## config.mk

```make
export PLATFORM = sky130hd
export DESIGN_NAME = point_mul_fixed_window_flat
export DESIGN_NICKNAME = d
export VERILOG_FILES = /design/src/rtl/point_mul_fixed_window_pkg.sv /design/src/rtl/point_mul_fixed_window_if.sv /design/src/rtl/point_mul_fixed_window_table.sv /design/src/rtl/point_mul_fixed_window_units.sv /design/src/rtl/point_mul_fixed_window.sv /design/src/flat_wrapper.sv
export SDC_FILE = /design/constraint.sdc
export NUM_CORES = 2
export LEC_CHECK = 0
export CAP_MARGIN = 5
export CELL_PAD_IN_SITES_DETAIL_PLACEMENT = 1
export CELL_PAD_IN_SITES_GLOBAL_PLACEMENT = 1
export CORE_ASPECT_RATIO = 1.75
export CORE_MARGIN = 5
export CORE_UTILIZATION = 48
export CTS_CLUSTER_DIAMETER = 60
export CTS_CLUSTER_SIZE = 20
export DETAILED_ROUTE_END_ITERATION = 12
export PLACE_DENSITY = 0.91
export SLEW_MARGIN = 20
export SYNTH_ARGS = -nofsm -noshare
export SYNTH_HDL_FRONTEND = slang
export SYNTH_SLANG_ARGS = --single-unit
```

## constraint.sdc

```tcl
create_clock -name clk -period 26.6 [get_ports clk]
set_input_delay 5.32 -clock clk [delete_from_list [all_inputs] [get_ports clk]]
set_output_delay 5.32 -clock clk [all_outputs]
set_load 0.1 [all_outputs]
```

## src/rtl/point_mul_fixed_window_pkg.sv

```systemverilog
`default_nettype none
// +----------------------------------------------------------------------------+
// | Module      : elliptic_curve_structs (package)                             |
// | Description : Shared curve types, the point identity, the window-walker    |
// |               state encoding and the coordinate arithmetic used by the     |
// |               add/double sub-units.                                        |
// | Revision    : 1.0 - fixed-window multiplier support added                  |
// +----------------------------------------------------------------------------+
package elliptic_curve_structs;

   localparam int SCALAR_WIDTH = 16;
   localparam int WINDOW_WIDTH = 4;
   localparam int COORD_W      = 16;

   // Field modulus of the reference curve group (largest 16-bit prime).
   localparam logic [COORD_W-1:0] FIELD_P = 16'd65521;

   typedef struct packed {
      logic [COORD_W-1:0] x;
      logic [COORD_W-1:0] y;
   } curve_point_t;

   // Group identity; adding it to any point leaves that point unchanged.
   localparam curve_point_t inf_point = '0;

   typedef enum logic [2:0] {
      IDLE = 3'd0,
      PRE  = 3'd1,
      SCAN = 3'd2,
      NEXT = 3'd3,
      DBL  = 3'd4,
      ADD  = 3'd5,
      FIN  = 3'd6
   } pmw_state_t;

   // Modular add of two reduced coordinates; one conditional subtract suffices.
   function automatic logic [COORD_W-1:0] coord_add(input logic [COORD_W-1:0] a,
                                                    input logic [COORD_W-1:0] b);
      logic [COORD_W:0] s;
      s = {1'b0, a} + {1'b0, b};
      if (s >= {1'b0, FIELD_P}) begin
         s = s - {1'b0, FIELD_P};
      end
      return s[COORD_W-1:0];
   endfunction

   function automatic curve_point_t pt_add(input curve_point_t a, input curve_point_t b);
      curve_point_t r;
      r.x = coord_add(a.x, b.x);
      r.y = coord_add(a.y, b.y);
      return r;
   endfunction

endpackage
`default_nettype wire

```

## src/rtl/point_mul_fixed_window_if.sv

```systemverilog
`default_nettype none
// +----------------------------------------------------------------------------+
// | Module      : point_mul_fixed_window_if                                    |
// | Description : start/busy/done request bus carrying base point, scalar and  |
// |               result of one scalar multiplication.                         |
// | Revision    : 1.0 - initial release                                        |
// +----------------------------------------------------------------------------+
interface point_mul_fixed_window_if
   import elliptic_curve_structs::*;
#(
   parameter int SCALAR_W = SCALAR_WIDTH
);
   logic                start;
   curve_point_t        P;
   logic [SCALAR_W-1:0] k;
   logic                busy;
   logic                done;
   curve_point_t        R;

   modport master (output start, output P, output k,
                   input  busy,  input  done, input R);

   modport slave  (input  start, input  P, input  k,
                   output busy,  output done, output R);
endinterface
`default_nettype wire

```

## src/rtl/point_mul_fixed_window_table.sv

```systemverilog
`default_nettype none
// +----------------------------------------------------------------------------+
// | Module      : point_mul_table                                              |
// | Description : 2^WIN_W entry table of precomputed multiples of the base     |
// |               point. One synchronous write port, one combinational read.   |
// | Revision    : 1.0 - initial release                                        |
// +----------------------------------------------------------------------------+
module point_mul_table
   import elliptic_curve_structs::*;
#(
   parameter int WIN_W = WINDOW_WIDTH
)(
   input  logic             clk,
   input  logic             Reset,
   input  logic             we,
   input  logic [WIN_W-1:0] waddr,
   input  curve_point_t     wdata,
   input  logic [WIN_W-1:0] raddr,
   output curve_point_t     rdata
);
   localparam int c_depth = 2 ** WIN_W;

   curve_point_t w_entry [c_depth];

   genvar gi;
   generate
      for (gi = 0; gi < c_depth; gi++) begin : g_entry
         curve_point_t r_val;

         // Entry register: cleared to the identity, loaded when addressed
         always_ff @(posedge clk or posedge Reset) begin
            if (Reset) begin
               r_val <= inf_point;
            end else if (we && (waddr == WIN_W'(gi))) begin
               r_val <= wdata;
            end
         end

         assign w_entry[gi] = r_val;
      end
   endgenerate

   assign rdata = w_entry[raddr];
endmodule
`default_nettype wire

```

## src/rtl/point_mul_fixed_window_units.sv

```systemverilog
`default_nettype none
// +----------------------------------------------------------------------------+
// | Module      : PointAddAdapter / point_double                               |
// | Description : Multi-cycle point adder and doubler. Each is restarted by a  |
// |               pulse on Reset and raises Done as a level once the result is |
// |               valid; Done stays high until the next Reset.                 |
// | Revision    : 1.0 - initial release                                        |
// +----------------------------------------------------------------------------+
module PointAddAdapter
   import elliptic_curve_structs::*;
(
   input  logic         clk,
   input  logic         Reset,
   input  curve_point_t A,
   input  curve_point_t B,
   output curve_point_t Sum,
   output logic         Done
);
   localparam logic [1:0] c_last_cnt = 2'd1;

   logic [1:0]   r_cnt;
   curve_point_t r_sum;
   logic         r_done;

   // Wait out the adder latency, then present the sum and hold Done
   always_ff @(posedge clk or posedge Reset) begin
      if (Reset) begin
         r_cnt  <= '0;
         r_sum  <= inf_point;
         r_done <= 1'b0;
      end else if (!r_done) begin
         if (r_cnt == c_last_cnt) begin
            r_sum  <= pt_add(A, B);
            r_done <= 1'b1;
         end else begin
            r_cnt <= r_cnt + 2'd1;
         end
      end
   end

   assign Sum  = r_sum;
   assign Done = r_done;
endmodule

module point_double
   import elliptic_curve_structs::*;
(
   input  logic         clk,
   input  logic         Reset,
   input  curve_point_t A,
   output curve_point_t Result,
   output logic         Done
);
   curve_point_t r_res;
   logic         r_done;

   // Single-cycle doubling after release from reset; result held with Done
   always_ff @(posedge clk or posedge Reset) begin
      if (Reset) begin
         r_res  <= inf_point;
         r_done <= 1'b0;
      end else if (!r_done) begin
         r_res  <= pt_add(A, A);
         r_done <= 1'b1;
      end
   end

   assign Result = r_res;
   assign Done   = r_done;
endmodule
`default_nettype wire

```

## src/rtl/point_mul_fixed_window.sv

```systemverilog
`default_nettype none
// +----------------------------------------------------------------------------+
// | Module      : point_mul_fixed_window                                       |
// | Description : R = k*P by MSB-first fixed-window scalar multiplication.     |
// |               Builds a table of 0..2^WIN_W-1 multiples of P, skips leading |
// |               zero windows, then doubles WIN_W times and adds one table    |
// |               entry per window. One shared adder and one doubler.          |
// | Revision    : 1.0 - initial release                                        |
// +----------------------------------------------------------------------------+
module point_mul_fixed_window
   import elliptic_curve_structs::*;
#(
   parameter int SCALAR_W = SCALAR_WIDTH,
   parameter int WIN_W    = WINDOW_WIDTH
)(
   input  logic                      clk,
   input  logic                      Reset,
   point_mul_fixed_window_if.slave   bus
);
   localparam int c_nwin   = (SCALAR_W + WIN_W - 1) / WIN_W;
   localparam int c_kpad_w = c_nwin * WIN_W;
   localparam int c_jw     = (c_nwin > 1) ? $clog2(c_nwin) : 1;
   localparam int c_dw     = $clog2(WIN_W + 1);
   localparam int c_depth  = 2 ** WIN_W;

   localparam logic [c_jw-1:0]  c_j_top    = c_jw'(c_nwin - 1);
   localparam logic [WIN_W-1:0] c_pidx_top = WIN_W'(c_depth - 1);

   // Sub-unit handshake phases: pulse the unit reset, hold one cycle, wait for Done
   localparam logic [1:0] c_ph_issue = 2'd0;
   localparam logic [1:0] c_ph_hold  = 2'd1;
   localparam logic [1:0] c_ph_wait  = 2'd2;

   pmw_state_t          r_state, w_state_nxt;
   curve_point_t        r_pq, w_pq_nxt;
   curve_point_t        r_racc, w_racc_nxt;
   curve_point_t        r_res, w_res_nxt;
   logic [c_kpad_w-1:0] r_kq, w_kq_nxt;
   logic [c_kpad_w-1:0] w_kshift;
   logic [c_jw-1:0]     r_j, w_j_nxt;
   logic [c_dw-1:0]     r_dcnt, w_dcnt_nxt;
   logic [WIN_W-1:0]    r_pidx, w_pidx_nxt;
   logic [WIN_W-1:0]    w_digit;
   logic [1:0]          r_phase, w_phase_nxt;
   logic                r_add_rst, w_add_rst_nxt;
   logic                r_dbl_rst, w_dbl_rst_nxt;
   logic                r_busy, w_busy_nxt;
   logic                r_done, w_done_nxt;

   logic                w_tbl_we;
   logic [WIN_W-1:0]    w_tbl_waddr;
   curve_point_t        w_tbl_wdata;
   logic [WIN_W-1:0]    w_tbl_raddr;
   curve_point_t        w_tbl_rdata;

   curve_point_t        w_add_b;
   curve_point_t        w_add_sum;
   logic                w_add_done;
   curve_point_t        w_dbl_res;
   logic                w_dbl_done;
   logic                w_add_unit_rst;
   logic                w_dbl_unit_rst;

   // Current window digit, counted from the LSB end of the zero-padded scalar
   assign w_kshift = r_kq >> (r_j * WIN_W);
   assign w_digit  = w_kshift[WIN_W-1:0];

   // Table precompute reads the previous entry; SCAN/ADD read the digit's entry
   assign w_tbl_raddr = (r_state == PRE) ? (r_pidx - WIN_W'(1)) : w_digit;
   // The adder extends the table by Pq during PRE and accumulates otherwise
   assign w_add_b     = (r_state == PRE) ? r_pq : r_racc;

   assign w_add_unit_rst = Reset | r_add_rst;
   assign w_dbl_unit_rst = Reset | r_dbl_rst;

   point_mul_table #(
      .WIN_W (WIN_W)
   ) u_table (
      .clk   (clk),
      .Reset (Reset),
      .we    (w_tbl_we),
      .waddr (w_tbl_waddr),
      .wdata (w_tbl_wdata),
      .raddr (w_tbl_raddr),
      .rdata (w_tbl_rdata)
   );

   PointAddAdapter u_add (
      .clk   (clk),
      .Reset (w_add_unit_rst),
      .A     (w_tbl_rdata),
      .B     (w_add_b),
      .Sum   (w_add_sum),
      .Done  (w_add_done)
   );

   point_double u_dbl (
      .clk    (clk),
      .Reset  (w_dbl_unit_rst),
      .A      (r_racc),
      .Result (w_dbl_res),
      .Done   (w_dbl_done)
   );

   // Next-state and datapath next values for the window walker
   always_comb begin
      w_state_nxt   = r_state;
      w_pq_nxt      = r_pq;
      w_kq_nxt      = r_kq;
      w_racc_nxt    = r_racc;
      w_res_nxt     = r_res;
      w_j_nxt       = r_j;
      w_dcnt_nxt    = r_dcnt;
      w_pidx_nxt    = r_pidx;
      w_phase_nxt   = r_phase;
      w_add_rst_nxt = 1'b0;
      w_dbl_rst_nxt = 1'b0;
      w_busy_nxt    = r_busy;
      w_done_nxt    = 1'b0;
      w_tbl_we      = 1'b0;
      w_tbl_waddr   = '0;
      w_tbl_wdata   = inf_point;

      case (r_state)
         IDLE: begin
            if (!r_busy) begin
               // Accept: latch operands; T[0] is the identity for every request
               if (bus.start) begin
                  w_pq_nxt    = bus.P;
                  w_kq_nxt    = c_kpad_w'(bus.k);
                  w_busy_nxt  = 1'b1;
                  w_tbl_we    = 1'b1;
                  w_tbl_waddr = '0;
                  w_tbl_wdata = inf_point;
               end
            end else if (r_kq == '0) begin
               w_res_nxt  = inf_point;
               w_done_nxt = 1'b1;
               w_busy_nxt = 1'b0;
            end else begin
               w_tbl_we    = 1'b1;
               w_tbl_waddr = WIN_W'(1);
               w_tbl_wdata = r_pq;
               w_racc_nxt  = inf_point;
               w_phase_nxt = c_ph_issue;
               if (WIN_W == 1) begin
                  w_state_nxt = SCAN;
                  w_j_nxt     = c_j_top;
               end else begin
                  w_state_nxt = PRE;
                  w_pidx_nxt  = WIN_W'(2);
               end
            end
         end

         PRE: begin
            case (r_phase)
               c_ph_issue: begin
                  w_add_rst_nxt = 1'b1;
                  w_phase_nxt   = c_ph_hold;
               end
               c_ph_hold: w_phase_nxt = c_ph_wait;
               default: begin
                  if (w_add_done) begin
                     w_tbl_we    = 1'b1;
                     w_tbl_waddr = r_pidx;
                     w_tbl_wdata = w_add_sum;
                     w_phase_nxt = c_ph_issue;
                     if (r_pidx == c_pidx_top) begin
                        w_state_nxt = SCAN;
                        w_j_nxt     = c_j_top;
                     end else begin
                        w_pidx_nxt = r_pidx + WIN_W'(1);
                     end
                  end
               end
            endcase
         end

         SCAN: begin
            // Racc is still the identity here, so a zero digit contributes nothing
            if (w_digit == '0) begin
               w_j_nxt = r_j - c_jw'(1);
            end else begin
               w_racc_nxt  = w_tbl_rdata;
               w_state_nxt = NEXT;
            end
         end

         NEXT: begin
            if (r_j == '0) begin
               w_state_nxt = FIN;
            end else begin
               w_j_nxt     = r_j - c_jw'(1);
               w_dcnt_nxt  = c_dw'(WIN_W);
               w_phase_nxt = c_ph_issue;
               w_state_nxt = DBL;
            end
         end

         DBL: begin
            case (r_phase)
               c_ph_issue: begin
                  w_dbl_rst_nxt = 1'b1;
                  w_phase_nxt   = c_ph_hold;
               end
               c_ph_hold: w_phase_nxt = c_ph_wait;
               default: begin
                  if (w_dbl_done) begin
                     w_racc_nxt  = w_dbl_res;
                     w_dcnt_nxt  = r_dcnt - c_dw'(1);
                     w_phase_nxt = c_ph_issue;
                     if (r_dcnt == c_dw'(1)) begin
                        w_state_nxt = (w_digit != '0) ? ADD : NEXT;
                     end
                  end
               end
            endcase
         end

         ADD: begin
            case (r_phase)
               c_ph_issue: begin
                  w_add_rst_nxt = 1'b1;
                  w_phase_nxt   = c_ph_hold;
               end
               c_ph_hold: w_phase_nxt = c_ph_wait;
               default: begin
                  if (w_add_done) begin
                     w_racc_nxt  = w_add_sum;
                     w_phase_nxt = c_ph_issue;
                     w_state_nxt = NEXT;
                  end
               end
            endcase
         end

         FIN: begin
            w_res_nxt   = r_racc;
            w_done_nxt  = 1'b1;
            w_busy_nxt  = 1'b0;
            w_state_nxt = IDLE;
         end

         default: w_state_nxt = IDLE;
      endcase
   end

   // State register
   always_ff @(posedge clk or posedge Reset) begin
      if (Reset) begin
         r_state <= IDLE;
      end else begin
         r_state <= w_state_nxt;
      end
   end

   // Datapath, handshake and sub-unit reset-pulse registers
   always_ff @(posedge clk or posedge Reset) begin
      if (Reset) begin
         r_pq      <= inf_point;
         r_kq      <= '0;
         r_racc    <= inf_point;
         r_res     <= inf_point;
         r_j       <= '0;
         r_dcnt    <= '0;
         r_pidx    <= '0;
         r_phase   <= c_ph_issue;
         r_add_rst <= 1'b0;
         r_dbl_rst <= 1'b0;
         r_busy    <= 1'b0;
         r_done    <= 1'b0;
      end else begin
         r_pq      <= w_pq_nxt;
         r_kq      <= w_kq_nxt;
         r_racc    <= w_racc_nxt;
         r_res     <= w_res_nxt;
         r_j       <= w_j_nxt;
         r_dcnt    <= w_dcnt_nxt;
         r_pidx    <= w_pidx_nxt;
         r_phase   <= w_phase_nxt;
         r_add_rst <= w_add_rst_nxt;
         r_dbl_rst <= w_dbl_rst_nxt;
         r_busy    <= w_busy_nxt;
         r_done    <= w_done_nxt;
      end
   end

   assign bus.busy = r_busy;
   assign bus.done = r_done;
   assign bus.R    = r_res;
endmodule
`default_nettype wire
```

## src/flat_wrapper.sv

```systemverilog
// flat-port wrapper written by rule: the top's interface ports become plain ports
module point_mul_fixed_window_flat import elliptic_curve_structs::*;
#(
   parameter int SCALAR_W = SCALAR_WIDTH,
   parameter int WIN_W    = WINDOW_WIDTH
)
  (clk, Reset, bus_start, bus_P, bus_k, bus_busy, bus_done, bus_R);
  point_mul_fixed_window_if #(.SCALAR_W(SCALAR_W)) bus_i ();
  input  logic clk;
  input  logic Reset;
  input wire logic [$bits(bus_i.start)-1:0] bus_start;
  input wire logic [$bits(bus_i.P)-1:0] bus_P;
  input wire logic [$bits(bus_i.k)-1:0] bus_k;
  output wire logic [$bits(bus_i.busy)-1:0] bus_busy;
  output wire logic [$bits(bus_i.done)-1:0] bus_done;
  output wire logic [$bits(bus_i.R)-1:0] bus_R;
  assign bus_i.start = bus_start;
  assign bus_i.P = bus_P;
  assign bus_i.k = bus_k;
  assign bus_busy = bus_i.busy;
  assign bus_done = bus_i.done;
  assign bus_R = bus_i.R;
  point_mul_fixed_window #(.SCALAR_W(SCALAR_W), .WIN_W(WIN_W)) u_core (.clk(clk), .Reset(Reset), .bus(bus_i));
endmodule
```

==> flow_metrics.py <==
metrics = {
    "setup_path": {
        "crit_chain": "or3b_2, buf_4, nor2_1, a21oi_4, buf_4, buf_4, nand2_1, and3_1, a311oi_1, a31oi_1, mux2i_1, ha_1, and2_4, a221oi_1, a211oi_1, a2111oi_2, xor2_1, nor4_4, a31oi_4, or3_1, a31oi_1",
        "cp-end-kind": "flip-flop",
        "worstPathBufferInverterCount": 3,
        "r2r-end": "u_core.u_add.Sum[24]",
        "ff2ff_path_depth": 21,
        "crit_start": "u_core.r_state[1]",
        "slowest_delay_ps": 730,
        "required_ps": 27110,
        "worstPathMaxFanout": 57,
        "critPathArrivalTime_ps": 8610,
        "cp_common_cell": "buf_4",
        "worstSetupPathType": "flip-flop to flip-flop",
        "cp_top_family": "compound AO/OA/AOI/OAI gates",
        "start_kind": "flip-flop",
        "cp_num_cells": 21,
        "worstReg2RegStart": "u_core.r_state[1]",
        "reg2reg_slack_ps": 18500,
        "crit_path_top_delay_cell": "dfrtp_1",
        "cp-endpoint": "u_core.u_add.Sum[24]",
    },
    "synthesis": {
        "synth_flop_cell": "dfrtp_1",
        "avgSynthCellArea_um2": 8.734,
        "synthesis.area_um2": 35240,
        "async_flop_share_pct": 100.0,
        "synthDistinctLibCells": 95,
        "yosys_warnings": 0,
        "synth-seq-area-share_pct": 50.42,
        "synth_top_area_cell": "dfrtp_1",
        "synth_top_area_share_pct": 50.42,
        "syn-num-nets": 4132,
        "synth_seq_cells": 710,
        "synth_cells": 4035,
        "synth.area.top_cells": "dfrtp_1 (50%), nand2_1 (9.1%), a21oi_1 (6.1%), nor2_1 (4.8%), o21ai_0 (3.3%)",
        "synth-edff-count": 0,
    },
    "global_route": {
        "grt_start_max_net_pins": 193,
        "first_global_vias": 33740,
        "grt_usage_pct": 28.94,
        "grt_overflow": 0,
        "antenna_found_initial": 1,
        "grt_pass1_wl_mm": 185.8,
    },
    "cells_and_area": {
        "insertedDiodeCount": 0,
        "fillCellCount": 8391,
        "drive_gt1_share_pct": 7.553,
        "layout_common_cells": "nand2_1 (855), dfrtp_1 (709), nor2_1 (447)",
        "stdcell_area_um2": 37940,
        "fin_nets": 4008,
        "syn2layout_area_growth_pct": 7.669,
        "fin_util_pct": 52.02,
        "final_common_cell": "nand2_1",
    },
    "clock_tree": {
        "cts_tree": "built",
        "post_cts_buffers": 0,
        "cts_root_buf": "clkbuf_16",
        "cts_resized": 0,
        "cts.sinks": 710,
        "insertion_delay_ps": 600,
        "clkTransAtPathRegs_ps": 100,
        "cts_buffers": 42,
        "cts_buffer_depth": 3,
        "htree_levels": 2,
        "cts_hold_buf": 0,
    },
    "sta": {
        "setup_violations": 0,
        "fin_crit_sh_pct": 30.45,
        "hold_violations": 0,
        "finalSetupTns_ps": 0,
        "relSlewSlack_pct": 23.77,
        "maxClockFrequency_mhz": 123.4,
        "period_needed_ps": 8101,
        "worst_pin_slew_ps": 1141,
        "drv_slew": 0,
        "whs_ps": 477.7,
        "fin_skew_ps": 29.20,
        "rsz0062_at_grt": "no",
    },
    "floorplanning": {
        "rows": 131,
        "dieArea_um2": 79150,
        "coreArea_um2": 72940,
        "initial_core_util_pct": 48.31,
        "ios": 85,
        "dieWidth_um": 214.8,
        "die_h_um": 368.4,
    },
    "route": {
        "detail_route.wirelength_mm": 116.9,
        "drtAntennaViolNets": 0,
        "wl_per_cell_um": 24.10,
        "drt_iter0_drc": 2753,
        "drt-pass1-iter-count": 5,
        "vias_per_cell": 6.448,
        "vias": 31270,
        "drt_drc_violations_left": 0,
    },
    "place": {
        "gp_congestion": 0.9360,
        "io_buffers": 84,
        "place_area_um2": 36750,
        "hpwlAfterDp_mm": 71.85,
    },
    "status": {
        "outcome": "finished, final reports clean",
    },
    "run": {
        "drv_cap": 0,
    },
    "worst_hold_path": {
        "hp-class": "flip-flop to async pin",
    },
}
-- logic make-up after synthesis --
kind of cell	Yosys count	synth area share, %
AND/OR/NAND/NOR	1687	20.34
AO/OA/AOI/OAI	1069	18.90
other	1	0.01064
buffers and inverters	374	4.310
flip-flops	710	50.42
adder cells (fa/ha/maj)	46	1.676
multiplexers	94	3.004
XOR/XNOR	54	1.342
-- worst reg2reg max path: stages, from the launching register on --
cell,delay [ps]
dfrtp_1,730
or3b_2,230
buf_4,560
nor2_1,250
a21oi_4,660
buf_4,680
buf_4,710
nand2_1,140
and3_1,200
a311oi_1,260
a31oi_1,160
mux2i_1,280
ha_1,330
and2_4,190
a221oi_1,510
a211oi_1,180
a2111oi_2,460
xor2_1,220
nor4_4,440
a31oi_4,250
or3_1,410
a31oi_1,180
-- final cells by class --
| cell class | instances | area (µm²) | area share [%] |
|---|---|---|---|
| clock buffers | 48 | 1125 | 2.965 |
| clock inverters | 4 | 36.28 | 0.09563 |
| inverters | 37 | 146.4 | 0.3858 |
| multi-input cells | 2951 | 16170 | 42.63 |
| flip-flops and latches | 710 | 17770 | 46.83 |
| well taps | 931 | 1165 | 3.070 |
| repair buffers | 169 | 1528 | 4.026 |
-- per-layer routing --
metal  share of wire (%)  GRT usage [%]
met5                   0              0
met4                 5.4          15.52
met3                 6.0          3.594
met2                  50          50.57
met1                  39          34.91
-- registers in the layout (all words and copies together), names as in the netlist --
| register | flops |
|---|---|
| u_core.bus.R | 32 |
| u_core.bus.busy | 1 |
| u_core.bus.done | 1 |
| u_core.r_add_rst | 1 |
| u_core.r_dbl_rst | 1 |
| u_core.r_dcnt | 3 |
| u_core.r_j | 2 |
| u_core.r_kq | 16 |
| u_core.r_phase | 2 |
| u_core.r_pidx | 4 |
| u_core.r_pq | 32 |
| u_core.r_racc | 32 |
| u_core.r_state | 3 |
| u_core.u_add.Done | 1 |
| u_core.u_add.Sum | 32 |
| u_core.u_add.r_cnt | 2 |
| u_core.u_dbl.Done | 1 |
| u_core.u_dbl.Result | 32 |
| u_core.u_table.g_entry.r_val | 512 |
-- synth_stat cells (6+ instances only) --
| cell | number |
|---|---|
| buf_2 | 52 |
| nor3_1 | 24 |
| a21oi_1 | 427 |
| ha_1 | 44 |
| dfrtp_1 | 710 |
| nor4_1 | 7 |
| a31oi_1 | 82 |
| nand2b_1 | 10 |
| a22o_1 | 34 |
| inv_1 | 37 |
| nor2_1 | 455 |
| nand3_1 | 172 |
| or2_2 | 6 |
| o21a_1 | 8 |
| o221a_2 | 32 |
| buf_1 | 24 |
| a211oi_1 | 13 |
| and2_1 | 6 |
| or3_1 | 13 |
| nand2_1 | 856 |
| nand4_1 | 13 |
| a21o_1 | 22 |
| a311oi_1 | 66 |
| mux2i_1 | 36 |
| mux2_2 | 54 |
| and3_1 | 78 |
| o21ai_1 | 13 |
| nor2b_1 | 8 |
| o21ai_0 | 234 |
| o211ai_1 | 8 |
| xor2_1 | 23 |
| a22oi_1 | 68 |
| xnor2_1 | 31 |
| clkbuf_1 | 251 |
-- worst min path at each step --
stage / from / endpoint / slack, ps / cells past startpoint
final: u_core.r_dbl_rst / u_core.u_dbl.Result[19] / 480 / 2
after CTS: u_core.u_add.r_cnt[0] / u_core.u_add.r_cnt[0] / 490 / 1
after floorplan: u_core.u_table.g_entry[10].r_val[0] / u_core.u_table.g_entry[10].r_val[0] / 450 / 2
after global routing: u_core.u_table.g_entry[5].r_val[5] / u_core.u_table.g_entry[5].r_val[5] / 500 / 2
after detailed placement: u_core.u_table.g_entry[10].r_val[22] / u_core.u_table.g_entry[10].r_val[22] / 470 / 2
after global placement: u_core.u_table.g_entry[10].r_val[13] / u_core.u_table.g_entry[10].r_val[13] / 460 / 2
-- stage by stage --
stage	cells	setup slack [ps]
floorplan	4035	3294
global placement	4796	17970
detailed placement	4797	17930
CTS	4849	18580
global route	4850	18050
finish	4850	18500
Power is left out: the tool's default activity adds up to more than one toggle a clock period on the data nets, which glitch-free logic cannot reach.
